### src/rtl/arbitro_paralelo_serial_pkg.sv
// Shared symbol values and FSM encoding for the PHY byte scheduler.
package ps_defs;

  localparam logic [7:0] COM      = 8'hBC;
  localparam logic [7:0] HDR_BASE = 8'hF0;

  typedef enum logic [1:0] {
    ST_SYNC  = 2'd0,
    ST_IDLE  = 2'd1,
    ST_BURST = 2'd2
  } state_t;

endpackage

### src/rtl/arbitro_rr.sv
// Two-requester round-robin grant; the pointer moves past the source whose burst just ended.
module arbitro_rr (
  input  logic clk_4f,
  input  logic reset,
  input  logic req0,
  input  logic req1,
  input  logic upd,
  input  logic upd_gnt,
  output logic gnt,
  output logic any
);

  logic ptr_q;
  logic ptr_d;

  always_comb begin
    ptr_d = ptr_q;
    if (upd) ptr_d = ~upd_gnt;
  end

  always_ff @(posedge clk_4f or posedge reset) begin
    if (reset) ptr_q <= 1'b0;
    else       ptr_q <= ptr_d;
  end

  // A lone requester wins outright; contention is settled by the pointer.
  assign gnt = (req0 && req1) ? ptr_q : req1;
  assign any = req0 | req1;

endmodule

### src/rtl/arbitro_paralelo_serial.sv
// Shares one parallel-to-serial converter between two byte sources: COM sync burst,
// then round-robin header-prefixed bursts with idle COM fill.
module arbitro_paralelo_serial
  import ps_defs::*;
#(
  parameter int SYNC_LEN  = 4,
  parameter int BURST_MAX = 4
) (
  input  logic       clk_4f,
  input  logic       reset,
  input  logic       valid0_in,
  input  logic [7:0] data0_in,
  input  logic       valid1_in,
  input  logic [7:0] data1_in,
  output logic       ready0_out,
  output logic       ready1_out,
  output logic [7:0] data_out,
  output logic       valid_out,
  output logic       sync_done_out
);

  localparam int SW = $clog2(SYNC_LEN + 1);
  localparam int CW = $clog2(BURST_MAX + 1);

  state_t          state_q, state_d;
  logic [SW-1:0]   sync_cnt_q, sync_cnt_d;
  logic [CW-1:0]   burst_cnt_q, burst_cnt_d;
  logic            gnt_q, gnt_d;
  logic [7:0]      data_q, data_d;
  logic            valid_q, valid_d;
  logic            sync_done_q, sync_done_d;

  logic            arb_gnt;
  logic            arb_any;
  logic            ptr_upd;
  logic            sel_valid;
  logic [7:0]      sel_data;
  logic            sync_end;
  logic            last_xfer;
  logic            can_grant;

  arbitro_rr u_rr (
    .clk_4f  (clk_4f),
    .reset   (reset),
    .req0    (valid0_in),
    .req1    (valid1_in),
    .upd     (ptr_upd),
    .upd_gnt (gnt_q),
    .gnt     (arb_gnt),
    .any     (arb_any)
  );

  assign sel_valid = gnt_q ? valid1_in : valid0_in;
  assign sel_data  = gnt_q ? data1_in  : data0_in;
  assign sync_end  = (sync_cnt_q == SW'(SYNC_LEN));
  assign last_xfer = (burst_cnt_q == CW'(BURST_MAX - 1));
  // Granting only while the output already shows idle guarantees a valid-low gap between bursts.
  assign can_grant = arb_any && !valid_q;

  always_ff @(posedge clk_4f or posedge reset) begin
    if (reset) begin
      state_q     <= ST_SYNC;
      sync_cnt_q  <= '0;
      burst_cnt_q <= '0;
      gnt_q       <= 1'b0;
      data_q      <= COM;
      valid_q     <= 1'b0;
      sync_done_q <= 1'b0;
    end else begin
      state_q     <= state_d;
      sync_cnt_q  <= sync_cnt_d;
      burst_cnt_q <= burst_cnt_d;
      gnt_q       <= gnt_d;
      data_q      <= data_d;
      valid_q     <= valid_d;
      sync_done_q <= sync_done_d;
    end
  end

  always_comb begin
    state_d = state_q;
    case (state_q)
      ST_SYNC:  if (sync_end) state_d = ST_IDLE;
      ST_IDLE:  if (can_grant) state_d = ST_BURST;
      ST_BURST: if (!sel_valid || last_xfer) state_d = ST_IDLE;
      default:  state_d = ST_SYNC;
    endcase
  end

  always_comb begin
    data_d      = COM;
    valid_d     = 1'b0;
    sync_cnt_d  = sync_cnt_q;
    burst_cnt_d = burst_cnt_q;
    gnt_d       = gnt_q;
    sync_done_d = sync_done_q;
    ptr_upd     = 1'b0;
    case (state_q)
      ST_SYNC: begin
        if (sync_end) begin
          sync_done_d = 1'b1;
        end else begin
          valid_d    = 1'b1;
          sync_cnt_d = sync_cnt_q + SW'(1);
        end
      end
      ST_IDLE: begin
        if (can_grant) begin
          data_d      = HDR_BASE | {7'b0, arb_gnt};
          valid_d     = 1'b1;
          gnt_d       = arb_gnt;
          burst_cnt_d = '0;
        end
      end
      ST_BURST: begin
        if (sel_valid) begin
          data_d      = sel_data;
          valid_d     = 1'b1;
          burst_cnt_d = burst_cnt_q + CW'(1);
        end
        if (!sel_valid || last_xfer) ptr_upd = 1'b1;
      end
      default: ;
    endcase
  end

  always_comb begin
    ready0_out = (state_q == ST_BURST) && !gnt_q;
    ready1_out = (state_q == ST_BURST) &&  gnt_q;
  end

  assign data_out      = data_q;
  assign valid_out     = valid_q;
  assign sync_done_out = sync_done_q;

endmodule

### config.mk
export PLATFORM = sky130hd
export DESIGN_NAME = arbitro_paralelo_serial
export DESIGN_NICKNAME = d
export VERILOG_FILES = /design/src/rtl/arbitro_paralelo_serial_pkg.sv /design/src/rtl/arbitro_rr.sv /design/src/rtl/arbitro_paralelo_serial.sv
export SDC_FILE = /design/constraint.sdc
export NUM_CORES = 1
export LEC_CHECK = 0
export BUFFER_PORTS_ARGS = -buffer_cell sky130_fd_sc_hd__buf_2
export CAP_MARGIN = 20
export CELL_PAD_IN_SITES_DETAIL_PLACEMENT = 0
export CELL_PAD_IN_SITES_GLOBAL_PLACEMENT = 2
export CORE_ASPECT_RATIO = 2
export CORE_MARGIN = 8
export CORE_UTILIZATION = 31
export CTS_CLUSTER_DIAMETER = 40
export DETAILED_ROUTE_END_ITERATION = 16
export GPL_TIMING_DRIVEN = 0
export PLACE_DENSITY_LB_ADDON = 0.1
export SLEW_MARGIN = 5
export SYNTH_ARGS = -nofsm -noshare
export SYNTH_HDL_FRONTEND = slang
export SYNTH_SLANG_ARGS = --single-unit
### constraint.sdc
create_clock -name clk_4f -period 2.3 [get_ports clk_4f]
set_clock_uncertainty 0.15 [all_clocks]
set_input_delay 0.345 -clock clk_4f [delete_from_list [all_inputs] [get_ports clk_4f]]
set_output_delay 0.345 -clock clk_4f [all_outputs]
set_load 0.05 [all_outputs]
-- Yosys cells after proc, flatten, opt, wreduce, memory -nomap -nowiden
Cells that the tools add are included.
- bits in registers: 20
- input bits: 20
- output and inout bits: 12
- reduce and logical (&&, ||, !) cells: 15
- mux-type cells: 19
- bitwise gates (word level): 3
- $add $sub $neg: 2
- equality and inequality tests: 8
- operators by type and width (operator ; number):
    8-bit 2-to-1 mux ; 2
    8-bit one-hot mux with 2 select lines ; 1
    2-bit != test (second input constant) ; 4
    1-bit 2-to-1 mux ; 7
    7-bit 2-to-1 mux ; 1
    3-bit by 1-bit adder with 3-bit output (second input constant) ; 2
    2-bit 2-to-1 mux ; 3
    3-bit 2-to-1 mux ; 2
    2-bit one-hot mux with 3 select lines ; 1
    3-bit one-hot mux with 2 select lines ; 1
    2-bit AND reduction ; 3
    3-bit AND reduction ; 2
    1-bit logical AND ; 4
    3-bit by 2-bit == test with 1-bit output (second input constant) ; 1
    3-bit == test (second input constant) ; 1
    1-bit logical NOT ; 3
    1-bit one-hot mux with 3 select lines ; 1
    2-bit by 1-bit == test with 1-bit output (second input constant) ; 1
    2-bit == test (second input constant) ; 1
    2-bit logical NOT ; 1
    1-bit NOT ; 2
    2-bit nonzero test ; 1
    1-bit logical OR ; 1
    1-bit bitwise OR ; 1

-- Longest topological paths before layout
- depth in word-level cells: 5
- mapped depth: 6
- gate-level depth less buffers: 6

-- By module
From an unflattened synthesis, not the netlist that was laid out.
- cell total of the unflattened synthesis: 104
- area, all modules: 1108.6 um^2
- modules (own cells, without submodules) (module ; cells each ; instances ; sequential area each (um^2) ; area an instance (um^2)):
    arbitro_paralelo_serial ; 97 ; 1 ; 481.7 ; 1053.5
    arbitro_rr ; 7 ; 1 ; 25.0 ; 55.1

-- Worst setup path after synthesis
No wires, ideal clock.
- path type: register -> register
- start: reg state_q[0]
- end: reg burst_cnt_q[0]
- library setup time: 127 ps
- cell stages (with the launch flop): 7
- arrival time: 1727 ps
- slack: 296 ps
- cell sequence: dfrtp_1 inv_1 ha_1 and2b_1 o21a_1 nor2_4 mux2_1
- longest elaborated chain between the ends: 3
- elaborated cells between the ends (all ways): 7
- classes of those cells: eq/ne (4); mux (1); reduce/logical (2)
- RTL lines (item ; RTL line ; RTL):
    from (decl) ; arbitro_paralelo_serial.sv:25 ; state_t state_q, state_d;
    from (signal assigned) ; arbitro_paralelo_serial.sv:70 ; state_q <= state_d;
    2-bit == test or 2-bit by 1-bit == test with 1-bit output (tied branches) ; arbitro_paralelo_serial.sv:98 ; case (state_q)
    2-bit != test (no source line) or 2-bit nonzero test (tied branches) ; -- ;
    3-bit AND reduction (no source line) ; -- ;
    to (signal assigned) ; arbitro_paralelo_serial.sv:72 ; burst_cnt_q <= burst_cnt_d;
    to (decl) ; arbitro_paralelo_serial.sv:27 ; logic [CW-1:0] burst_cnt_q, burst_cnt_d;
Several ways; a longest one is shown, not always the timed one.
A chain may end at the register's enable or synchronous reset.

-- Worst setup path in the final report
Ends and elaborated chain as after synthesis.

==> results_dict.tcl <==
set metrics [dict create \
    result_of_the_run "completed" \
    number_of_synthesis_warnings 0 \
    p_leak_uw 0.000658 \
    cts-hold-fix-buffers 0 \
    floorplan.initialDensity 0.321 \
    cp.required_ns 2.30 \
    via_count_of_the_first_global_routing_pass 964 \
    grt.total_usage 0.0972 \
    setup_viol 0 \
    slew_headroom 0.457 \
    worst_slew_pin_slew_ns 0.814 \
    crit_type "reg2reg" \
    grt-ovfl-total 0 \
    fill_cells 344 \
    final-hold-violation-count 0 \
    synth_common_cells "15 x sky130_fd_sc_hd__dfrtp_1, 9 x sky130_fd_sc_hd__ha_1, 9 x sky130_fd_sc_hd__nand2_1, 8 x sky130_fd_sc_hd__inv_1, 6 x sky130_fd_sc_hd__o21ai_0" \
    dpl.hpwl_mm 2.16 \
    post-cts-setup-buffers 0 \
    layout_worst_path_cycle_share 0.896 \
    routed_via_density 4.98 \
    pin_count 32 \
    grt_max_degree 21 \
    yosysSeqAreaShare 0.468 \
    worst-endpoint-arrival_ns 2.06 \
    postSynthNetCount 126 \
    dr_total_vias 817 \
    placement_rows 30 \
    worstReg2RegEnd "burst_cnt_q[0]$_DFFE_PP0P_" \
    drt_iter0_markers 10 \
    detailedRoute.firstPassIterationCount 4 \
    worst_skew_pair.late_latency_ns 0.26 \
    coreArea_um2 3380 \
    cts-buffers-inserted 3 \
    crit_fanout 6 \
    cp-end-kind "register" \
    global_route_wire_length_before_repair_mm 4.35 \
    dieArea_um2 5760 \
    cts.clk_slew.worst_paths_ns 0.08 \
    setup_total_negative_slack_ns 0 \
    cts_tree "yes" \
    timing.reg2reg.worst_path_depth 6 \
    drtAntennaViolNets 0 \
    net_total_in_the_final_layout 162 \
    cts_buffer_depth 2 \
    flow.area_growth_from_synthesis_pct 23.1 \
    syn-cell-area_um2 1080 \
    grt_antenna_before_repair 0 \
    die_y_um 99.6 \
    mean_instance_size_in_the_synthesized_netlist_um2 11.2 \
    yosys.area.top_type "sky130_fd_sc_hd__dfrtp_1" \
    postSynthCellCount 97 \
    timing.reg2reg.setup_slack_ns 0.24 \
    wirelength_mm 2.69 \
    final.hold.worst_slack_ns 0.0776 \
    timing.critical_path.from "state_q[0]$_DFFE_PP0P_" \
    worst_r2r_startpoint "state_q[0]$_DFFE_PP0P_" \
    synth_cell_types 35 \
    clkSinkCount 20 \
    drv_slew 0 \
    diodes 0 \
    stdcell_count 164 \
    remaining_drc_errors 0 \
    post_synth_edffs 0 \
    synth.top_cell.area_share 0.346 \
    port_buffers 31 \
    flip_flop_and_latch_count_after_synthesis 20 \
    synth-main-ff-cell "sky130_fd_sc_hd__dfrtp_1" \
    cts_root_buffer_type "sky130_fd_sc_hd__clkbuf_8" \
    route.detailed.wl_per_inst_um 16.4 \
    final_cell_area_um2 1330 \
    max_freq_mhz 485 \
    layout-drive-gt1-share 0.364 \
    globalplace.congestion 0.729 \
    synth.most_common_cell "sky130_fd_sc_hd__dfrtp_1" \
    h-tree-depth 1 \
    post_cts.resized_instances 0 \
    grt_setup_unrepaired "false" \
    timing.final.crit_period_ns 2.06 \
    worst_setup_path_start_kind "register" \
    cellPowerDensity_nw_per_um2 1460 \
    async_flop_share 1.00 \
    dpl-instance-area_um2 1280 \
    ir_worst_vdd_uv 639 \
    setup_slack_placement_ns 0.236 \
    cap_viol_max_count 0 \
    fin_ws_ns 0.239 \
    die_width_um 57.8 \
    netlist_top_cells_area "sky130_fd_sc_hd__dfrtp_1 35%, sky130_fd_sc_hd__dfstp_2 12%, sky130_fd_sc_hd__ha_1 10%, sky130_fd_sc_hd__mux2i_1 4.6%, sky130_fd_sc_hd__o221ai_1 4.0%" \
    min-delay-path-class "in2async" \
    dp.cells 160 \
]
through the flow:
step,util,total power (µW)
global placement,0.379,1690
CTS,0.395,1990
floorplan,-,1450
global route,0.395,2100
finish,0.395,1950
detailed placement,0.379,1710
worst max-delay path, cell delays in order (launching register included):
cell,delay [ns]
sky130_fd_sc_hd__dfrtp_1,0.42
sky130_fd_sc_hd__inv_1,0.10
sky130_fd_sc_hd__ha_1,0.27
sky130_fd_sc_hd__and2_4,0.18
sky130_fd_sc_hd__a221o_1,0.35
sky130_fd_sc_hd__nor2_4,0.16
sky130_fd_sc_hd__mux2_1,0.32
flip-flops by register name (all words and copies together), names as in the netlist:
register	count
valid_out	1
sync_done_out	1
sync_cnt_q	3
burst_cnt_q	3
u_rr.ptr_q	1
state_q	2
gnt_q	1
data_out	8
where the power goes:
| part | internal, µW | switching [µW] |
|---|---|---|
| clock network | 152 | 120 |
| logic | 382 | 691 |
| registers | 523 | 81.1 |
per-layer routing:
metal | share of wire | vias up | GRT usage
li1 | - | 412 | -
met1 | 0.38 | 385 | 0.0943
met2 | 0.57 | 16 | 0.181
met3 | 0.032 | 4 | 0.0207
met4 | 0.016 | 0 | 0.0513
met5 | 0 | - | 0
logic make-up (layout without fill, tap and decap cells):
family / Yosys count / in the layout / synth area share
adder cells (fa/ha/maj): 9 / 9 / 0.104
multiplexers: 8 / 8 / 0.0774
AO/OA/AOI/OAI: 22 / 22 / 0.154
buffers and inverters: 10 / 45 / 0.0416
XOR/XNOR: 2 / 2 / 0.0162
AND/OR/NAND/NOR: 26 / 26 / 0.140
flip-flops: 20 / 20 / 0.468
how the worst max path moves through the flow:
stage | cells after the start | endpoint | slack, ns
2_1_floorplan | 6 | burst_cnt_q[0]$_DFFE_PP0P_ | 0.30
3_3_place_gp | 6 | burst_cnt_q[0]$_DFFE_PP0P_ | 0.26
3_5_place_dp | 6 | burst_cnt_q[0]$_DFFE_PP0P_ | 0.24
4_1_cts | 6 | burst_cnt_q[0]$_DFFE_PP0P_ | 0.22
5_1_grt | 6 | burst_cnt_q[0]$_DFFE_PP0P_ | 0.14
6_report | 6 | burst_cnt_q[0]$_DFFE_PP0P_ | 0.24
cell usage in the layout, fill, tap and decap left out, types with 2 or more instances in the layout:
master	synthesis	routed
sky130_fd_sc_hd__o221ai_1	5	5
sky130_fd_sc_hd__xnor2_1	2	2
sky130_fd_sc_hd__dfrtp_1	15	15
sky130_fd_sc_hd__mux2i_1	5	5
sky130_fd_sc_hd__ha_1	9	9
sky130_fd_sc_hd__buf_2	0	31
sky130_fd_sc_hd__nor2_1	2	2
sky130_fd_sc_hd__inv_1	8	8
sky130_fd_sc_hd__nand2_1	9	9
sky130_fd_sc_hd__dfstp_2	5	5
sky130_fd_sc_hd__clkbuf_8	0	4
sky130_fd_sc_hd__and2_1	2	2
sky130_fd_sc_hd__nand2b_1	2	2
sky130_fd_sc_hd__mux2_1	2	2
sky130_fd_sc_hd__nand3_1	3	3
sky130_fd_sc_hd__nor2b_1	2	2
sky130_fd_sc_hd__o21ai_0	6	6
final cells by class:
class	instances	area (µm²)	share of cell area
plain buffers	2	15.0	0.0113
clock buffers	4	55.1	0.0413
multi-input cells	67	532	0.399
flip-flops and latches	20	507	0.380
repair buffers	31	155	0.116
well taps	32	40.0	0.0300
inverters	8	30.0	0.0225
(Power assumes the default switching activity.)
